### src/rtl/selftest_engine.sv
// Built-in self-test engine: per-channel LFSR pattern through a delay line, checked against a regenerated stream.
// Optional macro SELFTEST_FINISH_EN reports the result and ends simulation on entry to DONE.

module selftest_lane #(
  parameter int unsigned       WIDTH   = 16,
  parameter int unsigned       LATENCY = 2,
  parameter logic [WIDTH-1:0]  SEED_W  = '1,
  parameter logic [WIDTH-1:0]  POLY_W  = '0
) (
  input  logic clk,
  input  logic reset,
  input  logic load,
  input  logic launch,
  input  logic inject,
  output logic mism,
  output logic out_vld,
  output logic pend
);
  logic [LATENCY-1:0][WIDTH-1:0] dly;
  logic [LATENCY-1:0]            vld;
  logic [WIDTH-1:0]              gen, chk;

  function automatic logic [WIDTH-1:0] lfsr_next(input logic [WIDTH-1:0] x);
    return x[0] ? ((x >> 1) ^ POLY_W) : (x >> 1);
  endfunction

  always_ff @(posedge clk or posedge reset) begin
    if (reset) begin
      dly <= '0;
      vld <= '0;
      gen <= '0;
      chk <= '0;
    end else if (load) begin
      vld <= '0;
      gen <= SEED_W;
      chk <= SEED_W;
    end else begin
      vld[0] <= launch;
      dly[0] <= gen ^ WIDTH'(inject);
      for (int i = 1; i < LATENCY; i++) begin
        dly[i] <= dly[i-1];
        vld[i] <= vld[i-1];
      end
      if (launch) gen <= lfsr_next(gen);
      if (vld[LATENCY-1]) chk <= lfsr_next(chk);
    end
  end

  assign out_vld = vld[LATENCY-1];
  assign mism    = vld[LATENCY-1] && (dly[LATENCY-1] != chk);

  // Words still in flight ahead of the checked stage; clear means the checked word is the last one.
  always_comb begin
    pend = 1'b0;
    for (int i = 0; i < LATENCY - 1; i++) pend = pend | vld[i];
  end
endmodule

module selftest_engine #(
  parameter int unsigned WIDTH      = 16,
  parameter int unsigned CHANNELS   = 2,
  parameter int unsigned NUM_CYCLES = 64,
  parameter int unsigned LATENCY    = 2,
  parameter int unsigned SEED       = 16'hACE1,
  parameter int unsigned POLY       = 16'hB400
) (
  input  logic                clk,
  input  logic                reset,
  input  logic                start,
  input  logic [CHANNELS-1:0] inject_err,
  output logic                busy,
  output logic                done,
  output logic                pass,
  output logic [15:0]         err_count,
  output logic [CHANNELS-1:0] err_chan,
  output logic [15:0]         cycle_count
);
  localparam int unsigned CW = $clog2(NUM_CYCLES + 1);

  typedef enum logic [1:0] {IDLE, RUN, DRAIN, DONE} state_t;
  state_t state;

  logic [CW-1:0]       launch_cnt;
  logic                load, launch, last_chk;
  logic [CHANNELS-1:0] mism, out_vld, pend;
  logic [31:0]         err_sum;
  logic [15:0]         err_next;

  assign load   = start && (state == IDLE || state == DONE);
  assign launch = (state == RUN);

  for (genvar c = 0; c < CHANNELS; c++) begin : g_lane
    selftest_lane #(
      .WIDTH  (WIDTH),
      .LATENCY(LATENCY),
      .SEED_W (WIDTH'(SEED) ^ WIDTH'(c)),
      .POLY_W (WIDTH'(POLY))
    ) u_lane (
      .clk    (clk),
      .reset  (reset),
      .load   (load),
      .launch (launch),
      .inject (inject_err[c]),
      .mism   (mism[c]),
      .out_vld(out_vld[c]),
      .pend   (pend[c])
    );
  end

  // Every lane has identical timing, so the drain end is the same on all of them.
  assign last_chk = (|out_vld) && !(|pend);

  always_comb begin
    err_sum = {16'd0, err_count};
    for (int c = 0; c < CHANNELS; c++) err_sum = err_sum + 32'(mism[c]);
    err_next = (err_sum > 32'h0000_FFFF) ? 16'hFFFF : err_sum[15:0];
  end

  always_ff @(posedge clk or posedge reset) begin
    if (reset) begin
      state       <= IDLE;
      busy        <= 1'b0;
      done        <= 1'b0;
      pass        <= 1'b0;
      err_count   <= '0;
      err_chan    <= '0;
      cycle_count <= '0;
      launch_cnt  <= '0;
    end else begin
      case (state)
        IDLE, DONE: if (start) begin
          state       <= RUN;
          busy        <= 1'b1;
          done        <= 1'b0;
          pass        <= 1'b0;
          err_count   <= '0;
          err_chan    <= '0;
          cycle_count <= '0;
          launch_cnt  <= '0;
        end
        RUN: begin
          err_count  <= err_next;
          err_chan   <= err_chan | mism;
          launch_cnt <= launch_cnt + CW'(1);
          if (cycle_count != 16'hFFFF) cycle_count <= cycle_count + 16'd1;
          if (launch_cnt == CW'(NUM_CYCLES - 1)) state <= DRAIN;
        end
        DRAIN: begin
          err_count <= err_next;
          err_chan  <= err_chan | mism;
          if (last_chk) begin
            state <= DONE;
            busy  <= 1'b0;
            done  <= 1'b1;
            pass  <= (err_next == 16'd0);
          end
        end
        default: state <= IDLE;
      endcase
    end
  end

`ifdef SELFTEST_FINISH_EN
  logic done_q;
  always @(posedge clk) begin
    if (done && !done_q) begin
      if (pass) $display("*-* All Finished *-*");
      else      $display("%%Error: selftest_engine %0d errors", err_count);
      $finish;
    end
    done_q <= done;
  end
`endif
endmodule

### config.mk
export PLATFORM = sky130hd
export DESIGN_NAME = selftest_engine
export DESIGN_NICKNAME = d
export VERILOG_FILES = /design/src/rtl/selftest_engine.sv
export SDC_FILE = /design/constraint.sdc
export NUM_CORES = 1
export LEC_CHECK = 0
export ABC_AREA = 1
export CORE_MARGIN = 2
export CORE_UTILIZATION = 67
export DETAILED_ROUTE_END_ITERATION = 10
export DONT_BUFFER_PORTS = 1
export GPL_ROUTABILITY_DRIVEN = 0
export PLACE_DENSITY_LB_ADDON = 0.2
export SKIP_LAST_GASP = 1
export SLEW_MARGIN = 20
export SYNTH_ARGS = -nofsm -noshare
export SYNTH_HDL_FRONTEND = slang
export SYNTH_SLANG_ARGS = --single-unit
### constraint.sdc
create_clock -name clk -period 11.6 [get_ports clk]
set_clock_uncertainty 0.05 [all_clocks]
set_input_delay 0.58 -clock clk [delete_from_list [all_inputs] [get_ports clk]]
set_output_delay 0.58 -clock clk [all_outputs]
set_load 0.02 [all_outputs]
==> results of run 1 <==
## worst max-delay path: stages (launching register included)
cell and delay [ps]:
dfrtp_1 390, inv_1 60, ha_1 560, nand2_2 160
buf_4 580, inv_2 570, nor2_2 660, inv_2 280
o22ai_1 230
## worst max path at each step
| stage | startpoint | to | slack [ps] |
|---|---|---|---|
| floorplan | reset | busy$_DFFE_PP0P_ | 6200 |
| global placement | state[0]$_DFFE_PP0P_ | g_lane[1].u_lane.chk[3]$_DFFE_PP0P_ | 8100 |
| detailed placement | state[0]$_DFFE_PP0P_ | g_lane[1].u_lane.chk[0]$_DFFE_PP0P_ | 8010 |
| CTS | state[0]$_DFFE_PP0P_ | g_lane[1].u_lane.chk[0]$_DFFE_PP0P_ | 7980 |
| global route | state[0]$_DFFE_PP0P_ | g_lane[0].u_lane.chk[8]$_DFFE_PP0P_ | 7590 |
| finish | state[0]$_DFFE_PP0P_ | g_lane[0].u_lane.chk[8]$_DFFE_PP0P_ | 7930 |
## Yosys cell counts, types with 2 or more instances
cell	count	area share
a21o_1	2	0.0019
a21oi_1	23	0.014
a22oi_1	14	0.013
a32oi_1	6	0.0065
and2_0	2	0.0015
buf_1	4	0.0019
buf_2	12	0.0074
clkbuf_1	14	0.0065
dfrtp_1	176	0.54
ha_1	6	0.0093
inv_1	125	0.058
inv_2	8	0.0037
nand2_1	283	0.13
nand2_2	2	0.0015
nand3_1	31	0.019
nand4_1	22	0.017
nor2_1	70	0.032
nor2_2	7	0.0054
nor3_1	4	0.0025
o21ai_0	75	0.046
o21ai_1	12	0.0074
o22ai_1	29	0.022
o31ai_1	6	0.0056
xnor2_1	10	0.011
xor2_1	14	0.015
## registers in the layout, indices dropped and copies added (netlist names)
| signal | cells |
|---|---|
| g_lane.u_lane.dly | 64 |
| g_lane.u_lane.chk | 32 |
| g_lane.u_lane.gen | 32 |
| cycle_count | 16 |
| err_count | 16 |
| launch_cnt | 7 |
| err_chan | 2 |
| g_lane.u_lane.vld | 2 |
| state | 2 |
| busy | 1 |
| done | 1 |
| pass | 1 |
## layout make-up
cell class	instances	area, µm²
sequential	176	4400
fill	851	3130
multi-input combinational	629	3060
inverter	134	508
clock buffer	20	447
tap	147	184
clock inverter	12	159
timing repair buffer	3	22.5
## per-layer routing
metal | wire length, µm | vias up | global-route usage
li1 | - | 3108 | -
met1 | 7940 | 3009 | 0.414
met2 | 7520 | 188 | 0.399
met3 | 1050 | 20 | 0.0739
met4 | 223 | 0 | 0.0951
met5 | 0 | - | 0
## cell families after synthesis
family	synth area share
adders and majority gates	0.0117
xor gates and xnor gates	0.0259
buffers and inverters	0.0792
and+or+nand+nor	0.215
AOI/OAI and AO/OA	0.125
DFF	0.543
## power by group through the flow
stage	clock (mW)	combinational (mW)	sequential, mW
after global placement	0	0.821	1.01
after detailed placement	0	0.848	1.02
after CTS	0.587	0.859	1.01
final	0.583	0.860	1.01
after global routing	0.616	0.990	1.04
after floorplan	0	0.693	0.975
## cells in the final DEF, fill, tap and decap left out, drive strengths merged
| master | n |
|---|---|
| a21o | 2 |
| a21oi | 23 |
| a22o | 1 |
| a22oi | 14 |
| a2bb2oi | 1 |
| a31o | 1 |
| a32o | 1 |
| a32oi | 6 |
| and2 | 2 |
| buf | 3 |
| bufinv | 3 |
| clkbuf | 20 |
| clkinv | 4 |
| clkinvlp | 5 |
| dfrtp | 176 |
| fa | 1 |
| ha | 6 |
| inv | 134 |
| nand2 | 286 |
| nand3 | 32 |
| nand4 | 22 |
| nor2 | 77 |
| nor3 | 5 |
| o211ai | 1 |
| o21ai | 88 |
| o22ai | 29 |
| o31ai | 6 |
| or2 | 1 |
| xnor2 | 10 |
| xor2 | 14 |
## metrics by stage
stage,util,hold WS (ps),std cells
2_1_floorplan,-,392,970
3_3_place_gp,0.687,404,1089
5_1_grt,0.738,215,1121
6_report,0.738,127,1121
3_5_place_dp,0.687,407,1089
4_1_cts,0.738,174,1121
==> metrics, run 1 <==
Sinks on Clock Net 176; Logic pwr share 0.350; DR WL/cell 14.9 µm; Layout Nets 973; pwr dens 280 mW/mm²; routed vias 6,325; Final Hold Vio Count 0; clk slew on worst S/H paths 60 ps; Total Power 2.46 mW; Least-Margin Pin Slew 955 ps; Setup WS pre-CTS 8010 ps; Post-Syn Area 0.00811 mm²; H-tree depth 4; CORE AREA 0.0119 mm²; area growth from synthesis to layout 8.40%; Pre-antenna DRT Iters 5; Post-Syn Nets 982; # Post-CTS Setup Buffers 0; register area share after synthesis 0.543; Hold Path Class input port to async pin; cell count after synthesis 970; number of enable flip-flop cells after synthesis 0; number of buffers added on ports 0; largest net degree at the start of global routing 99; Yosys warnings 0; r2r worst-path depth 8; crit path kind flop to flop; Max Cap Viol 0; ys flop type dfrtp_1; CTS Buffer Depth 2; Leakage 4.22 nW; RSZ-0062 raised after global routing false; fmax 0.272 GHz; CP Data Required Time 11,890 ps; Antenna Nets Post-Route 0; Distinct cells, synth 38; layout cell share with drive strength beyond 1 0.0595; Psw 0.996 mW; GRT Total Usage 0.278; FF-to-FF End g_lane[0].u_lane.chk[8]$_DFFE_PP0P_; RR Startpoint state[0]$_DFFE_PP0P_; Worst Slack Setup Final 7930 ps; Final setup viols 0; Clock Tree Root clkbuf_16; Die X-Extent 114 µm; Final Critical Period 3670 ps; initial antenna violation count 0; FF+latch count, synth 176; global-route wire length before repair 28,300 µm; IO Pins 42; Reg power frac 0.413; crit share post-route 0.317; Max Slew Vio Count 0; Internal Pwr Total 1.46 mW; DR vias/cell 5.64; drc violations 0; switching part of the total power 0.405; CP arrival 3960 ps; Starting DRT DRC Count 582; Site Rows 40; Worst-Skew Late Latency 430 ps; relative slew slack 0.363; antenna cells 0; final WL 16,700 µm; status finished, final reports clean; post_cts resized 0; Area after DPL 0.00818 mm²; Initial Utilization 0.680; critical-path maximum fanout 81; asr flop ratio synth 1.00; grt total ovfl 0; clock power share 0.237; Post-DP HPWL 11,100 µm; startpoint types flop; die area 0.0130 mm²; post-route design area 0.00879 mm²; cts bufs inserted 17; hold_buf cts 0; height of the die 114 µm; CTS tree built; Max IR drop VDD 0.000152 V; worst reg-to-reg setup slack 7930 ps; vias in the first global route 5,862; final setup TNS 0 ps; Mean Syn Cell Area 8.36 µm²; Worst setup EP type flop
Power figures use the tool's default switching activity.
==> run 2: changes to the inputs <==
--- a/config.mk
+++ b/config.mk
@@ -7,7 +7,7 @@
 export LEC_CHECK = 0
 export ABC_AREA = 1
 export CORE_MARGIN = 2
-export CORE_UTILIZATION = 67
+export CORE_UTILIZATION = 63
 export DETAILED_ROUTE_END_ITERATION = 10
 export DONT_BUFFER_PORTS = 1
 export GPL_ROUTABILITY_DRIVEN = 0
==> constraint.sdc (replaced) <==
create_clock -name clk -period 3.5 [get_ports clk]
set_clock_uncertainty 0.05 [all_clocks]
set_input_delay 0.175 -clock clk [delete_from_list [all_inputs] [get_ports clk]]
set_output_delay 0.175 -clock clk [all_outputs]
set_load 0.02 [all_outputs]
==> metrics, run 2 (same netlist as run 1, synthesis figures left out) <==
status finished, final reports clean (unchanged); DR vias/cell 5.54 (was 5.64); Least-Margin Pin Slew 761 ps (was 955 ps); r2r worst-path depth 17 (was 8); critical-path maximum fanout 11 (was 81); die area 0.0138 mm² (was 0.0130 mm²); Sinks on Clock Net 176 (unchanged); Worst Slack Setup Final 379 ps (was 7930 ps); Setup WS pre-CTS 394 ps (was 8010 ps); Starting DRT DRC Count 581 (was 582); grt total ovfl 0 (unchanged); Antenna Nets Post-Route 0 (unchanged); antenna cells 0 (unchanged); initial antenna violation count 0 (unchanged); area of the multi-input gates 0.00306 mm² (unchanged); clk slew on worst S/H paths 70 ps (was 60 ps); drc violations 0 (unchanged); Final Critical Period 3120 ps (was 3670 ps); most common cell after layout, fill and taps aside nand2_1 (unchanged); Post-DP HPWL 11,200 µm (was 11,100 µm); RR Startpoint g_lane[0].u_lane.chk[0]$_DFFE_PP0P_ (was state[0]$_DFFE_PP0P_); DR WL/cell 14.8 µm (was 14.9 µm); fillers 962 (was 851); height of the die 117 µm (was 114 µm); Top Registers g_lane.u_lane.dly: 64 flops, g_lane.u_lane.chk: 32 flops, g_lane.u_lane.gen: 32 flops (unchanged); Final Hold Vio Count 0 (unchanged); routed vias 6,393 (was 6,325); CORE AREA 0.0126 mm² (was 0.0119 mm²); Worst Min Path Start start; largest net degree at the start of global routing 100 (was 99); post_cts resized 0 (unchanged); Die X-Extent 117 µm (was 114 µm); Hold Path Class input port to flop (was input port to async pin); pwr dens 926 mW/mm² (was 280 mW/mm²); Initial Utilization 0.645 (was 0.680); most frequent cells in the layout nand2_1 (283), dfrtp_1 (176), inv_1 (124), o21ai_0 (75), nor2_1 (69) (unchanged); Crit. Startpoint g_lane[0].u_lane.chk[0]$_DFFE_PP0P_ (was state[0]$_DFFE_PP0P_); Final setup viols 0 (unchanged); hold depth 3; IO Pins 42 (unchanged); area growth from synthesis to layout 10.1% (was 8.40%); CTS Buffer Depth 2 (unchanged); Final Non-Filler Cells 1,154 (was 1,121); CP arrival 3390 ps (was 3960 ps); RSZ-0062 raised after global routing false (unchanged); Area after DPL 0.00827 mm² (was 0.00818 mm²); Max Cap Viol 0 (unchanged); final WL 17,100 µm (was 16,700 µm); CTS tree built (unchanged); crit path kind flop to flop (unchanged); Site Rows 41 (was 40); vias in the first global route 5,949 (was 5,862); H-tree depth 4 (unchanged); final setup TNS 0 ps (unchanged); global-route wire length before repair 29,400 µm (was 28,300 µm); Worst setup EP type flop (unchanged); Layout Nets 981 (was 973); Max Slew Vio Count 0 (unchanged); layout cell share with drive strength beyond 1 0.0652 (was 0.0595); Worst-Skew Late Latency 430 ps (about the same); post-route design area 0.00892 mm² (was 0.00879 mm²); crit share post-route 0.892 (was 0.317); Leakage 4.28 nW (was 4.22 nW); worst reg-to-reg setup slack 380 ps (was 7930 ps); Clock Tree Root clkbuf_16 (unchanged); GRT Total Usage 0.265 (was 0.278); Max IR drop VDD 0.000719 V (was 0.000152 V); DP Cell Count 1,119 (was 1,089); cts bufs inserted 17 (unchanged); Pre-antenna DRT Iters 5 (unchanged); Total Power 8.26 mW (was 2.46 mW); CP Data Required Time 3770 ps (was 11,890 ps); Biggest register g_lane.u_lane.dly (unchanged); relative slew slack 0.493 (was 0.363); Reg area 0.00440 mm² (unchanged); number of buffers added on ports 0 (unchanged); Largest register FFs 64 (unchanged); fmax 0.320 GHz (was 0.272 GHz); startpoint types flop (unchanged)
run 2: cell types whose count changed in the layout (fill, tap and decap cells not counted), moves of 2 or more:
cell           change
inv_8              +2
dlygate4sd3_1      +3
buf_4              +3
buf_12             +2
run 2: cell type report:
cell class | instances | share of cell area
Sequential cell | 176 | 0.494
Multi-Input combinational cell | 629 | 0.343
Inverter | 134 | 0.0568
Clock buffer | 19 | 0.0496
Tap cell | 172 | 0.0241
Clock inverter | 13 | 0.0196
Timing Repair Buffer | 11 | 0.0129
run 2: final timing paths:
| kind | endpoint |
|---|---|
| hold / removal | g_lane[0].u_lane.vld[1]$_DFF_PP0_ |
| min in group asynchronous | g_lane[0].u_lane.gen[0]$_DFFE_PP0P_ |
| max in group asynchronous | err_chan[1]$_DFFE_PP0P_ |
| setup reg to reg | err_count[1]$_DFFE_PP0P_ |
| setup / recovery | err_count[1]$_DFFE_PP0P_ |
| hold reg to reg | g_lane[0].u_lane.dly[3]$_DFFE_PP0N_ |
run 2: timing repair:
| item | in CTS | in global routing |
|---|---|---|
| hold endpoints to repair | 81 | 0 |
| hold buffers | 3 | 0 |
| buffers inserted | 0 | 0 |
run 2: report_power, final:
group          internal [mW]  total [mW]  leakage (nW)  switching, mW
registers               2.80        3.35          2.21          0.554
clock network           1.16        1.99         0.294          0.829
logic                  0.937        2.93          1.78           1.99
run 2: worst max-delay path, cell delays in order (launching register included):
cell and delay (ps):
dfrtp_1 420, inv_1 130, nand2_1 80, nand4_1 80, nor2_1 90, nand2_1 60, o21ai_0 330, inv_1 100
fa_1 420, ha_1 240, nand2_1 90, nor2_2 60, nand2_1 90, inv_2 40, nand2_1 260, inv_2 170
o21ai_0 220, nand2_1 80
run 2: per-stage QoR:
stage / util / hold WS [ps]
after CTS: 0.710 / 0.688
final: 0.710 / 11.2
after global routing: 0.710 / 10.9
after floorplan: - / 315
after global placement: 0.658 / 3.87
after detailed placement: 0.658 / 4.14
run 2: layer usage:
layer	global-route usage	wire length, µm
met1	0.389	8230
met3	0.0686	833
met5	0	0
met2	0.393	7820
met4	0.0798	218
